## src/rtl/argmax_stage.sv

```systemverilog
// argmax_stage: streaming argmax over consecutive vectors of N signed elements.
// Each vector of N accepted elements produces one result on the output port.
// The result holds the index of the first largest element and that element's value.
//
// Handshake: a transfer happens on a rising edge where valid && ready.
// A producer holds valid and its payload stable until that edge.
// s_ready and m_valid depend only on registers and m_ready.
// There is no combinational path from s_valid or data_in to any output.
module argmax_stage #(
   parameter int T  = 16,
   parameter int N  = 7,
   parameter int IW = (N > 1) ? $clog2(N) : 1
) (
   input  logic          clk,
   input  logic          reset_n,
   input  logic          s_valid,
   output logic          s_ready,
   input  logic [T-1:0]  data_in,
   output logic          m_valid,
   input  logic          m_ready,
   output logic [IW-1:0] out_idx,
   output logic [T-1:0]  out_max
);

   localparam logic [IW-1:0] LAST = IW'(N - 1);

   logic [IW-1:0] r_cnt;
   logic [T-1:0]  r_best_val;
   logic [IW-1:0] r_best_idx;
   logic          r_m_valid;
   logic [IW-1:0] r_out_idx;
   logic [T-1:0]  r_out_max;

   logic          w_first;
   logic          w_last;
   logic          w_s_ready;
   logic          w_accept;
   logic          w_greater;
   logic [T-1:0]  w_win_val;
   logic [IW-1:0] w_win_idx;

   assign w_first   = (r_cnt == '0);
   assign w_last    = (r_cnt == LAST);
   // Only the last element of a vector needs a free result register.
   // The earlier elements only touch the running-best registers.
   assign w_s_ready = !w_last || !r_m_valid || m_ready;
   assign w_accept  = s_valid && w_s_ready;
   assign w_greater = $signed(data_in) > $signed(r_best_val);

   // Winner after this element: the first element seeds the vector.
   // A later element replaces the best only if it is strictly greater, so ties keep the earliest index.
   always_comb begin
      w_win_val = r_best_val;
      w_win_idx = r_best_idx;
      if (w_first) begin
         w_win_val = data_in;
         w_win_idx = '0;
      end else if (w_greater) begin
         w_win_val = data_in;
         w_win_idx = r_cnt;
      end
   end

   // Element counter and running best; both advance only on an accepted element.
   always_ff @(posedge clk) begin
      if (!reset_n) begin
         r_cnt      <= '0;
         r_best_val <= '0;
         r_best_idx <= '0;
      end else if (w_accept) begin
         r_best_val <= w_win_val;
         r_best_idx <= w_win_idx;
         r_cnt      <= w_last ? '0 : r_cnt + 1'b1;
      end
   end

   // Result register: a load wins over a same-cycle consume, so no result is dropped.
   always_ff @(posedge clk) begin
      if (!reset_n) begin
         r_m_valid <= 1'b0;
         r_out_idx <= '0;
         r_out_max <= '0;
      end else if (w_accept && w_last) begin
         r_m_valid <= 1'b1;
         r_out_idx <= w_win_idx;
         r_out_max <= w_win_val;
      end else if (m_ready) begin
         r_m_valid <= 1'b0;
      end
   end

   assign s_ready = w_s_ready;
   assign m_valid = r_m_valid;
   assign out_idx = r_out_idx;
   assign out_max = r_out_max;

endmodule

```

## config.mk

```make
export PLATFORM = sky130hd
export DESIGN_NAME = argmax_stage
export DESIGN_NICKNAME = d
export VERILOG_FILES = /design/src/rtl/argmax_stage.sv
export SDC_FILE = /design/constraint.sdc
export NUM_CORES = 1
export LEC_CHECK = 0
export ABC_AREA = 1
export BUFFER_PORTS_ARGS = -buffer_cell sky130_fd_sc_hd__buf_2
export CORE_UTILIZATION = 56
export DETAILED_ROUTE_END_ITERATION = 16
export GPL_TIMING_DRIVEN = 0
export PLACE_DENSITY = 0.81
export RECOVER_POWER = 50
export SYNTH_ARGS = -nofsm -noshare
export SYNTH_HDL_FRONTEND = slang
export SYNTH_SLANG_ARGS = --single-unit
```

## constraint.sdc

```tcl
create_clock -name clk -period 2.11 [get_ports clk]
set_input_delay 0 -clock clk [delete_from_list [all_inputs] [get_ports clk]]
set_output_delay 0 -clock clk [all_outputs]
set_load 0.1 [all_outputs]
```

# Yosys cells after proc, flatten, opt, wreduce, memory -nomap -nowiden
# Index checks and enable logic that the tools add are counted.
[word_totals] reg_bits=42 latch_bits=0 mem_bits_rw=0 romBits=0 in_bits=20 word_cells=24 n_memories=0
[op_classes] addsub=1 mul=0 n_div=0 magnitude_cmp=1 eq_ne=1 shifts=0 muxes=7 n_bitwise=0 n_reduce_logical=8
[op_table] operator="16-bit 2-to-1 mux" count=2
[op_table] operator="16-bit > comparator" count=1
[op_table] operator="3-bit 2-to-1 mux" count=3
[op_table] operator="3-bit by 1-bit adder with 3-bit output (second input constant)" count=1
[op_table] operator="3-bit equality test (second input constant)" count=1
[op_table] operator="3-bit logical NOT" count=1
[op_table] operator="1-bit logical AND" count=2
[op_table] operator="1-bit logical NOT" count=2
[op_table] operator="1-bit logical OR" count=2
[op_table] operator="1-bit 2-to-1 mux" count=2
[op_table] operator="2-bit nonzero test" count=1

# Logic depth before layout (Yosys ltp)
# Gate-level depths: netlist of run 1.
[logic_depth] word_depth=7 ltp_mapped=19 depth_no_buf=18

# Worst setup path after synthesis of run 1
# OpenSTA, ideal clock, no wires.
[synth_path] path_kind="flip-flop to flip-flop" from="register r_m_valid, in the netlist m_valid" to="register r_out_idx[1], in the netlist out_idx[1]" setup_time_ps=120 t_arrival_ps=2609 slack_ps=-619 stages_incl_launch_ff=10 path_buffers=2 synth_period_minus_slack_ps=2729 cell_sequence="dfxtp_1 -> nand3_2 -> nand2_4 -> inv_2 -> nand2_2 -> inv_2 -> buf_6 -> buf_6 -> o21ai_1 -> a21oi_1"
[synth_via] elab_chain_len=5
[synth_rtl] item="start, declared" line="30" source="logic r_m_valid;"
[synth_rtl] item="start signal, assigned" line="80" source="r_m_valid <= 1'b0;"
[synth_rtl] item="start signal, assigned" line="84" source="r_m_valid <= 1'b1;"
[synth_rtl] item="start signal, assigned" line="88" source="r_m_valid <= 1'b0;"
[synth_rtl] item="1-bit logical NOT" line="46" source="assign w_s_ready = !w_last || !r_m_valid || m_ready;"
[synth_rtl] item="1-bit logical OR (2 in series)" line="46"
[synth_rtl] item="net s_ready" line="17" source="output logic s_ready,"
[synth_rtl] item="1-bit logical AND" line="47" source="assign w_accept = s_valid && w_s_ready;"
[synth_rtl] item="1-bit logical AND" line="83" source="end else if (w_accept && w_last) begin"
[synth_rtl] item="end signal, assigned" line="85" source="r_out_idx <= w_win_idx;"
[synth_rtl] item="end, declared" line="31" source="logic [IW-1:0] r_out_idx;"
# The timed path passes the listed nets, and every way through them passes these cells.
# A chain may end at the register's enable or synchronous reset.

# Worst setup path in the final report of run 1
[layout_path] from="register r_best_val[6]" to="register r_best_val[15]"
[layout_via] elab_chain_len=3
[layout_rtl] item="start, declared" line="28" source="logic [T-1:0] r_best_val;"
[layout_rtl] item="start signal, assigned" line="71" source="r_best_val <= w_win_val;"
[layout_rtl] item="16-bit > comparator" line="48" source="assign w_greater = $signed(data_in) > $signed(r_best_val);"
[layout_rtl] item="16-bit 2-to-1 mux" line="58" source="end else if (w_greater) begin"
[layout_rtl] item="16-bit 2-to-1 mux" line="55" source="if (w_first) begin"
# No other way between the ends.

==> summary.md, run 1 <==
In the routed layout, each cell is associated on average with a via count of 5.767. The tools report the total negative slack for setup checks as -2.716 ns. The tools report the startpoint type of the worst setup path as a register. Input and output buffers added on the ports amount to 39. Of the post-synthesis cell area, the part taken by muxes is 0%. For this block, wires on met1 add up to 2918 µm. In this run the register-to-register setup slack is -0.20 ns. The logs give 0.8517 for the final RePlAce weighted congestion and 433 for the cell total after placement. The area fraction in and, or, nand and nor cells after synthesis came out at 30.39%.

Clock-pin slew was measured on the worst setup and hold paths at 0.08 ns. Critical-path cell with the highest stage delay: sky130_fd_sc_hd__dfxtp_1. Synthesis produced 344 cells. The logs give 14 for the pin count of the biggest net entering global routing and 0 for the overall overflow remaining after global route.

The detailed placer's ending HPWL is 3876 µm, and the clock latency on the worst-skew pair is 0.30 ns. No sink is reached through more buffers than the 2 on the longest clock path. sky130_fd_sc_hd__dfxtp_1 takes more of the synthesized area than any other cell. The die is 67.75 µm tall. The logs give 41 for the count of boundary I/O pins and 4590 µm² for the overall die area. TritonCTS built the clock tree.

The tightest min-delay check is of the primary input to register type. For this design the ratio of total power to cell area is 695.8 nW/µm². Once layout is complete, the cells apart from fillers number 450. The run gives 2 as the number of H-tree levels.

The highest layer used for signal routing was met4. Power consumption: 2222 µW. Complex-gate fraction of the synthesized area: 12.82%.

The run gives -0.1974 ns as the final worst-path setup slack. The final reports fail on setup timing. Timing would allow up to 0.4334 GHz.

For the leakage power, the log shows 0.001575 µW. The flow ran to the end, but the final reports show violations. Kind of cell adding the most delay to the critical path: simple AND/OR/NAND/NOR gates. The repair_antennas step left the layout with diodes totalling 0. The share of the Yosys chip area taken by registers is 34.73%. The floorplan step defined a core boundary enclosing 4086 µm². The initial antenna violation count was 0; the share of the clock period used by the worst path was 109.4%. The cell that appears most often on the critical path is sky130_fd_sc_hd__nand2_1.

Walking the worst path, the cells encountered are inv_1 -> ha_1 -> nand2_1 -> nor2_1 -> nor2_1 -> nand2_1 -> nand2_1 -> nand2_1 -> nand2_2 -> nand3_4 -> buf_4 -> nand3_1 -> nand3_1 -> nand2_1 -> inv_1. Global routing used 26.45% of the available tracks across all layers. Summed over all nets, wire length on met2 after detailed routing comes to 3593 µm.

The tools report the number of global-route vias before repair as 2,043. VDD sags by at most 538.6 µV. The clock arrives with 0.005428 ns of skew. The remaining number of nets flagged by the antenna check after routing is 0, and the die boundary width is 67.75 µm.

Compared with the post-synthesis result, the final layout area differs by 31.89%. The run gives 23 as the floorplan row count. The overall via count from detail_route is 2,595, and the number of violations reported at the end of detailed-routing iteration 0 is 214.

Data on the critical path arrives at its endpoint at 2.52 ns. Setup repair after global routing could not meet its margin everywhere. In this run the worst path has a maximum fanout of 5.

In this run, synthesis produced a sequential element count of 42. The net total in the final layout came out at 435. By area the synthesized netlist is led by sky130_fd_sc_hd__dfxtp_1 35%, sky130_fd_sc_hd__nand2_1 12%, sky130_fd_sc_hd__inv_1 9.3%. The tools report the initial cell density of the core as 59.25%. The number of buffers and inverters on the critical path is 3.

STA classifies the critical path endpoint as a register. Summed over all layers, the routed wires come to 7334 µm. The first global-routing pass estimated 8949 µm of wire. The tools report the post-synth net total as 380. Summed over all nets, wire length on met3 after detailed routing comes to 488 µm.

In this run the biggest area consumer among cell types represents 34.73% of the synthesized area. The run gives 38 as the total of endpoints with negative setup slack in the final report. By area, the combinational part of the netlist is dominated by simple AND/OR/NAND/NOR gates.

The post-layout minimum cycle time is 2.307 ns, and the CTS sink count is 42. The number of max-capacitance violations reported is 0. Post-synthesis share of cell area spent on full adders, half adders and majority gates: 8.269%. Clock tree synthesis selected as its root buffer the cell sky130_fd_sc_hd__clkbuf_8. Cells with a size suffix above 1 make up 28.50% of the layout. The layout has 280 filler cells. Each instance of the synthesized netlist takes up on average 7.038 µm². Type of the worst setup path: register to register. Of the total synthesized cell area, the portion taken by XOR and XNOR cells is 0%. For the worst setup path, the data required time is 2.32 ns. The run gives 7 as the number of detailed-routing iterations run before antenna repair. The max-slew violation count is 0, and the actual transition at the worst max-transition pin is 1.163 ns. Counting the buffers created by CTS gives 5. Cells fill 78.14% of the core in the end. In this run the cell area of the synthesized design comes to 2421 µm². The critical path's largest stage delay is 0.36 ns, and the hold violation total from the final report is 0. The tools report the headroom to the max-slew limit as 22.79%.

For the number of warnings printed during yosys synthesis, the log shows 0. After synthesis, the netlist uses 26 different library cells. After detailed routing, the number of remaining DRC violations is 0.

The routed length per instance was 16.30 µm.
## per-layer routing
metal,GRT usage [%],vias to the layer above
li1,-,1203
met1,31.43,1191
met2,45.42,160
met3,4.561,41
met4,12.77,0
met5,0,-
## state kept, by name, summed over array words and instances (netlist names)
register    cells
out_max        16
r_best_val     16
out_idx         3
r_best_idx      3
r_cnt           3
m_valid         1
## final timing paths
path,depth (start not counted),start,end
setup reg to reg,15,r_best_val[6]$_SDFFE_PN0P_,r_best_val[15]$_SDFFE_PN0P_
hold / removal,3,s_valid,r_cnt[0]$_SDFFE_PN0P_
hold reg to reg,2,m_valid$_SDFFE_PN0P_,m_valid$_SDFFE_PN0P_
setup / recovery,15,r_best_val[6]$_SDFFE_PN0P_,r_best_val[15]$_SDFFE_PN0P_
## final cells by class
type / count / area, µm² / share of cell area (%)
plain buffers: 15 / 106.4 / 3.331
clock buffers: 6 / 82.58 / 2.586
multi-input cells: 222 / 1514 / 47.41
clock inverters: 2 / 60.06 / 1.881
repair buffers: 48 / 272.8 / 8.542
well taps: 50 / 62.56 / 1.959
inverters: 65 / 244.0 / 7.641
flip-flops and latches: 42 / 850.8 / 26.65
## layout by cell type (no fill, tap or decap), types with 6 or more instances in the layout
cell type and n:
sky130_fd_sc_hd__nand3_2 19, sky130_fd_sc_hd__nand3_1 34, sky130_fd_sc_hd__inv_1 58, sky130_fd_sc_hd__nand2_1 60
sky130_fd_sc_hd__ha_4 6, sky130_fd_sc_hd__nor2_1 9, sky130_fd_sc_hd__nand2_4 11, sky130_fd_sc_hd__buf_2 22
sky130_fd_sc_hd__clkbuf_8 6, sky130_fd_sc_hd__nand2_2 11, sky130_fd_sc_hd__inv_2 6, sky130_fd_sc_hd__dfxtp_2 8
sky130_fd_sc_hd__buf_4 6, sky130_fd_sc_hd__o21a_1 16, sky130_fd_sc_hd__a21oi_1 25, sky130_fd_sc_hd__dfxtp_1 34
sky130_fd_sc_hd__ha_1 10, sky130_fd_sc_hd__clkbuf_1 24
## tightest hold or removal path, stage by stage
cell and delay (ns):
sky130_fd_sc_hd__buf_2 0.12, sky130_fd_sc_hd__nor2_1 0.08, sky130_fd_sc_hd__nor4_1 0.06
## power breakdown
group	switching (µW)	leakage (µW)	internal [µW]
Combinational	355	0.00116	220
Sequential	24.1	0.000346	828
Clock	290	0.0000714	505
## Yosys cell counts
cell type and count:
sky130_fd_sc_hd__o21a_1 16, sky130_fd_sc_hd__o21ai_1 2, sky130_fd_sc_hd__buf_6 4, sky130_fd_sc_hd__nor2_1 10
sky130_fd_sc_hd__nand3_2 11, sky130_fd_sc_hd__clkbuf_1 6, sky130_fd_sc_hd__a21oi_1 28, sky130_fd_sc_hd__nor3_4 1
sky130_fd_sc_hd__nand4_1 1, sky130_fd_sc_hd__inv_2 4, sky130_fd_sc_hd__nand2_2 2, sky130_fd_sc_hd__a21o_1 1
sky130_fd_sc_hd__nand2_4 1, sky130_fd_sc_hd__nand2_1 80, sky130_fd_sc_hd__buf_2 3, sky130_fd_sc_hd__dfxtp_1 42
sky130_fd_sc_hd__o21ai_0 5, sky130_fd_sc_hd__o211ai_1 1, sky130_fd_sc_hd__nor3_2 1, sky130_fd_sc_hd__ha_1 16
sky130_fd_sc_hd__nand3_1 44, sky130_fd_sc_hd__nor3_1 1, sky130_fd_sc_hd__clkinv_1 1, sky130_fd_sc_hd__inv_1 60
sky130_fd_sc_hd__nor4_1 1, sky130_fd_sc_hd__buf_1 2
## cells by family (layout without fill, tap and decap cells)
kind of cell / after synthesis / in the layout
and+or+nand+nor: 153 / 153
buffers and inverters: 80 / 136
DFF: 42 / 42
AOI/OAI and AO/OA: 53 / 53
adders and majority gates: 16 / 16
## through the flow
step	hold slack [ns]	area (µm²)	setup WS, ns
2_1_floorplan	0.1705	2430	0.1090
3_3_place_gp	0.3035	2688	0.07985
3_5_place_dp	0.3029	2688	0.02752
4_1_cts	0.01196	2840	0.007156
5_1_grt	0.03002	3193	-0.3378
6_report	0.008840	3193	-0.1974
## what timing repair did
| action | 4_1_cts | 5_1_grt |
|---|---|---|
| endpoints found under the hold margin | 1 | 0 |
| setup buffers | 0 | 6 |
| resized for setup | 0 | 71 |
| hold buffers | 1 | 0 |
| endpoints found under the setup margin | 0 | 38 |
No activity file was read; power rests on OpenSTA's default activity.
==> inputs of run 2 (changes only) <==
Settings changed: SKIP_CTS_REPAIR_TIMING from default to 1.
==> summary.md, run 2 (synthesis gave the netlist of run 1 again) <==
For the net total in the final layout, the log shows 434 (-0.23%). The run gives 1 (+1) as the hold violation total from the final report. The run gives 42 (unchanged) as the CTS sink count. The number of global-route vias before repair was 2,039 (-0.20%).

The overall global routing resource usage was 26.38% (-0.070 points); the global-route wire length before repair was 8921 µm (-0.31%). The clock latency on the worst-skew pair came out at 0.31 ns (about the same). CTS placed an instance of sky130_fd_sc_hd__clkbuf_8 at the clock tree root. Leading cell type in the layout, fill and taps excluded: sky130_fd_sc_hd__nand2_1. The tools report the number of fill cells as 281 (+0.36%). TritonCTS built the clock tree. For the final core utilization, the log shows 77.89% (-0.24 points).

The detailed placer's ending HPWL was 3876 µm (unchanged). Overall via count from detail_route: 2,607 (+0.46%). The actual transition at the worst max-transition pin was 1.171 ns (+0.007572 ns). The ratio of total power to cell area was 698.5 nW/µm² (+0.39%).

The clock slew seen by the registers of the worst setup and hold paths is 0.08 ns (about the same). The logs give 38.3% (about the same) for the sequential cell fraction of total power and 0 (unchanged) for the number of antenna cells inserted. The routed via count divided by cell count is 5.806 (+0.69%), and the met2 routing resource usage after global routing is 45.17% (-0.25 points). The register area is 850.8 µm² (unchanged), and the share of cells above drive strength 1 is 28.57% (+0.071 points).

The pin count of the biggest net entering global routing is 14 (unchanged), and the worst-case clock buffer depth is 2 (unchanged). The floorplan row count is 23 (unchanged), and the data arrival time of the critical path is 2.51 ns (about the same). The count of boundary I/O pins was 41 (unchanged). The checks that failed: hold timing, setup timing.

In the layout the commonest cells are 60 x sky130_fd_sc_hd__nand2_1, 58 x sky130_fd_sc_hd__inv_1, 34 x sky130_fd_sc_hd__nand3_1, 34 x sky130_fd_sc_hd__dfxtp_1, 25 x sky130_fd_sc_hd__a21oi_1. The tools report the overall die area as 4590 µm² (unchanged). The highest clock rate was 0.4344 GHz (+0.23%). The number of cells in the finished layout apart from fillers is 449 (-0.22%). The run finished, with violations left.

The worst clock skew came out at 0.007746 ns (+0.002318 ns). The net switching component of the power was 671.9 µW (+0.43%). Path type of the worst min-delay path: primary input to register. The die height is 67.75 µm (unchanged), and the final RePlAce weighted congestion is 0.8517 (unchanged). The routed length per instance works out to 16.23 µm (-0.41%). Global routing met3 resource utilization: 4.561% (unchanged). The die boundary width came out at 67.75 µm (unchanged). The aggregate routed wire length is 7288 µm (-0.63%). The critical path endpoint category is a register.

The share of the clock period used by the worst path is 109.1% (-0.25 points). The part of the power in combinational logic came out at 25.7% (-0.2 points). Compared with the post-synthesis result, the final layout area differs by 31.47%.

The run gives 0 (unchanged) as the number of max-capacitance violations reported. The number of violations reported at the end of detailed-routing iteration 0 came out at 233 (+8.9%). The logs give 0 (unchanged) for the remaining design rule violation count and 2 (unchanged) for the number of H-tree levels. The headroom to the max-slew limit came out at 22.28% (-0.50 points). The run gives 433 (unchanged) as the cell total after placement.

The type of the worst setup path was register to register. Area of the core: 4086 µm² (unchanged). Post-layout minimum cycle time: 2.302 ns (-0.005188 ns).

The max-slew violation count is 0 (unchanged), and the final worst-path setup slack is -0.1922 ns (+0.005188 ns). Setup repair after global routing could not meet its margin everywhere. The peak fanout along the critical path was 6 (+1); the worst hold slack across all endpoints was -0.01324 ns (-0.02208 ns).

The clock power share was 35.9% (about the same); the leakage power was 0.001571 µW (-0.27%). STA classifies the critical path startpoint as a register. The run gives 5 (unchanged) as the total clock buffers created by CTS.

The initial cell density of the core is 59.25% (unchanged). The critical path data required time is 2.31 ns (about the same). The run gives 8 (+1) as the number of detailed-routing iterations run before antenna repair. The run gives 537.8 µV (-0.16%) as the worst IR drop on VDD. The net switching share of the total power was 30.22% (+0.11 points); the count of port buffers added during placement was 39 (unchanged). Peak-usage layer in the global routing report: met2. The run gives 0 (unchanged) as the initial antenna violation count.

The area of combinational cells with multiple inputs was 1514 µm² (unchanged). The logs give 31.43% (unchanged) for the met1 track demand over resource and 38 (unchanged) for the total of endpoints with negative setup slack in the final report. The remaining number of nets flagged by the antenna check after routing was 0 (unchanged). The internal power of the cells is 1551 µW (about the same). The overall overflow remaining after global route came out at 0 (unchanged).
## run 2: cell count changes in the layout (fill, tap and decap cells not counted)
cell	previous run	this run
sky130_fd_sc_hd__dlygate4sd3_1	1	0
## run 2: stage by stage
step           TNS (ns)  setup slack (ns)  total power [µW]  area, µm²
6_report         -3.128           -0.1922              2223       3183
5_1_grt          -8.027           -0.3378              2294       3183
4_1_cts               0          0.007156              2012       2830
3_5_place_dp          0           0.02752              1227       2688
3_3_place_gp          0           0.07985              1215       2688
2_1_floorplan         0            0.1090              1129       2430
## run 2: cell type report
type                       count  area share (%)
multi-input combinational    222           47.56
sequential                    42           26.73
buffer                        15           3.341
timing repair buffer          47           8.255
clock inverter                 2           1.887
clock buffer                   6           2.594
tap                           50           1.965
inverter                      65           7.665
## run 2: path summary, 6_finish.rpt
check                              from                    endpoint  slack [ns]  cells past startpoint
min reg2reg        m_valid$_SDFFE_PN0P_        m_valid$_SDFFE_PN0P_        0.50                      2
max          r_best_val[8]$_SDFFE_PN0P_  r_best_val[7]$_SDFFE_PN0P_       -0.19                     14
max reg2reg  r_best_val[8]$_SDFFE_PN0P_  r_best_val[7]$_SDFFE_PN0P_       -0.19                     14
min                             m_ready        m_valid$_SDFFE_PN0P_       -0.01                      4
## run 2: critical path, stage by stage (launching register included)
cell	delay, ns
sky130_fd_sc_hd__dfxtp_2	0.35
sky130_fd_sc_hd__inv_1	0.07
sky130_fd_sc_hd__ha_1	0.28
sky130_fd_sc_hd__nand4_1	0.14
sky130_fd_sc_hd__nor3_2	0.30
sky130_fd_sc_hd__nand2_1	0.11
sky130_fd_sc_hd__nand2_1	0.11
sky130_fd_sc_hd__nand2_2	0.08
sky130_fd_sc_hd__nand3_4	0.14
sky130_fd_sc_hd__nand2_8	0.10
sky130_fd_sc_hd__buf_4	0.17
sky130_fd_sc_hd__nand2_2	0.07
sky130_fd_sc_hd__nand3_1	0.09
sky130_fd_sc_hd__nand2_1	0.13
sky130_fd_sc_hd__inv_1	0.06
## run 2: metal layers
layer	share of wire (%)	wire length, µm	up-vias
met4	4.7	344	0
met5	0	0	-
met3	7.2	527	40
met2	49	3547	161
met1	39	2868	1205
li1	-	-	1201
## run 2: power groups by stage
| stage | logic [µW] | registers [µW] | clock network, µW |
|---|---|---|---|
| after floorplan | 267 | 862 | 0 |
| after global placement | 354 | 861 | 0 |
| after detailed placement | 364 | 863 | 0 |
| after CTS | 367 | 845 | 801 |
| after global routing | 616 | 854 | 824 |
| final | 572 | 852 | 799 |
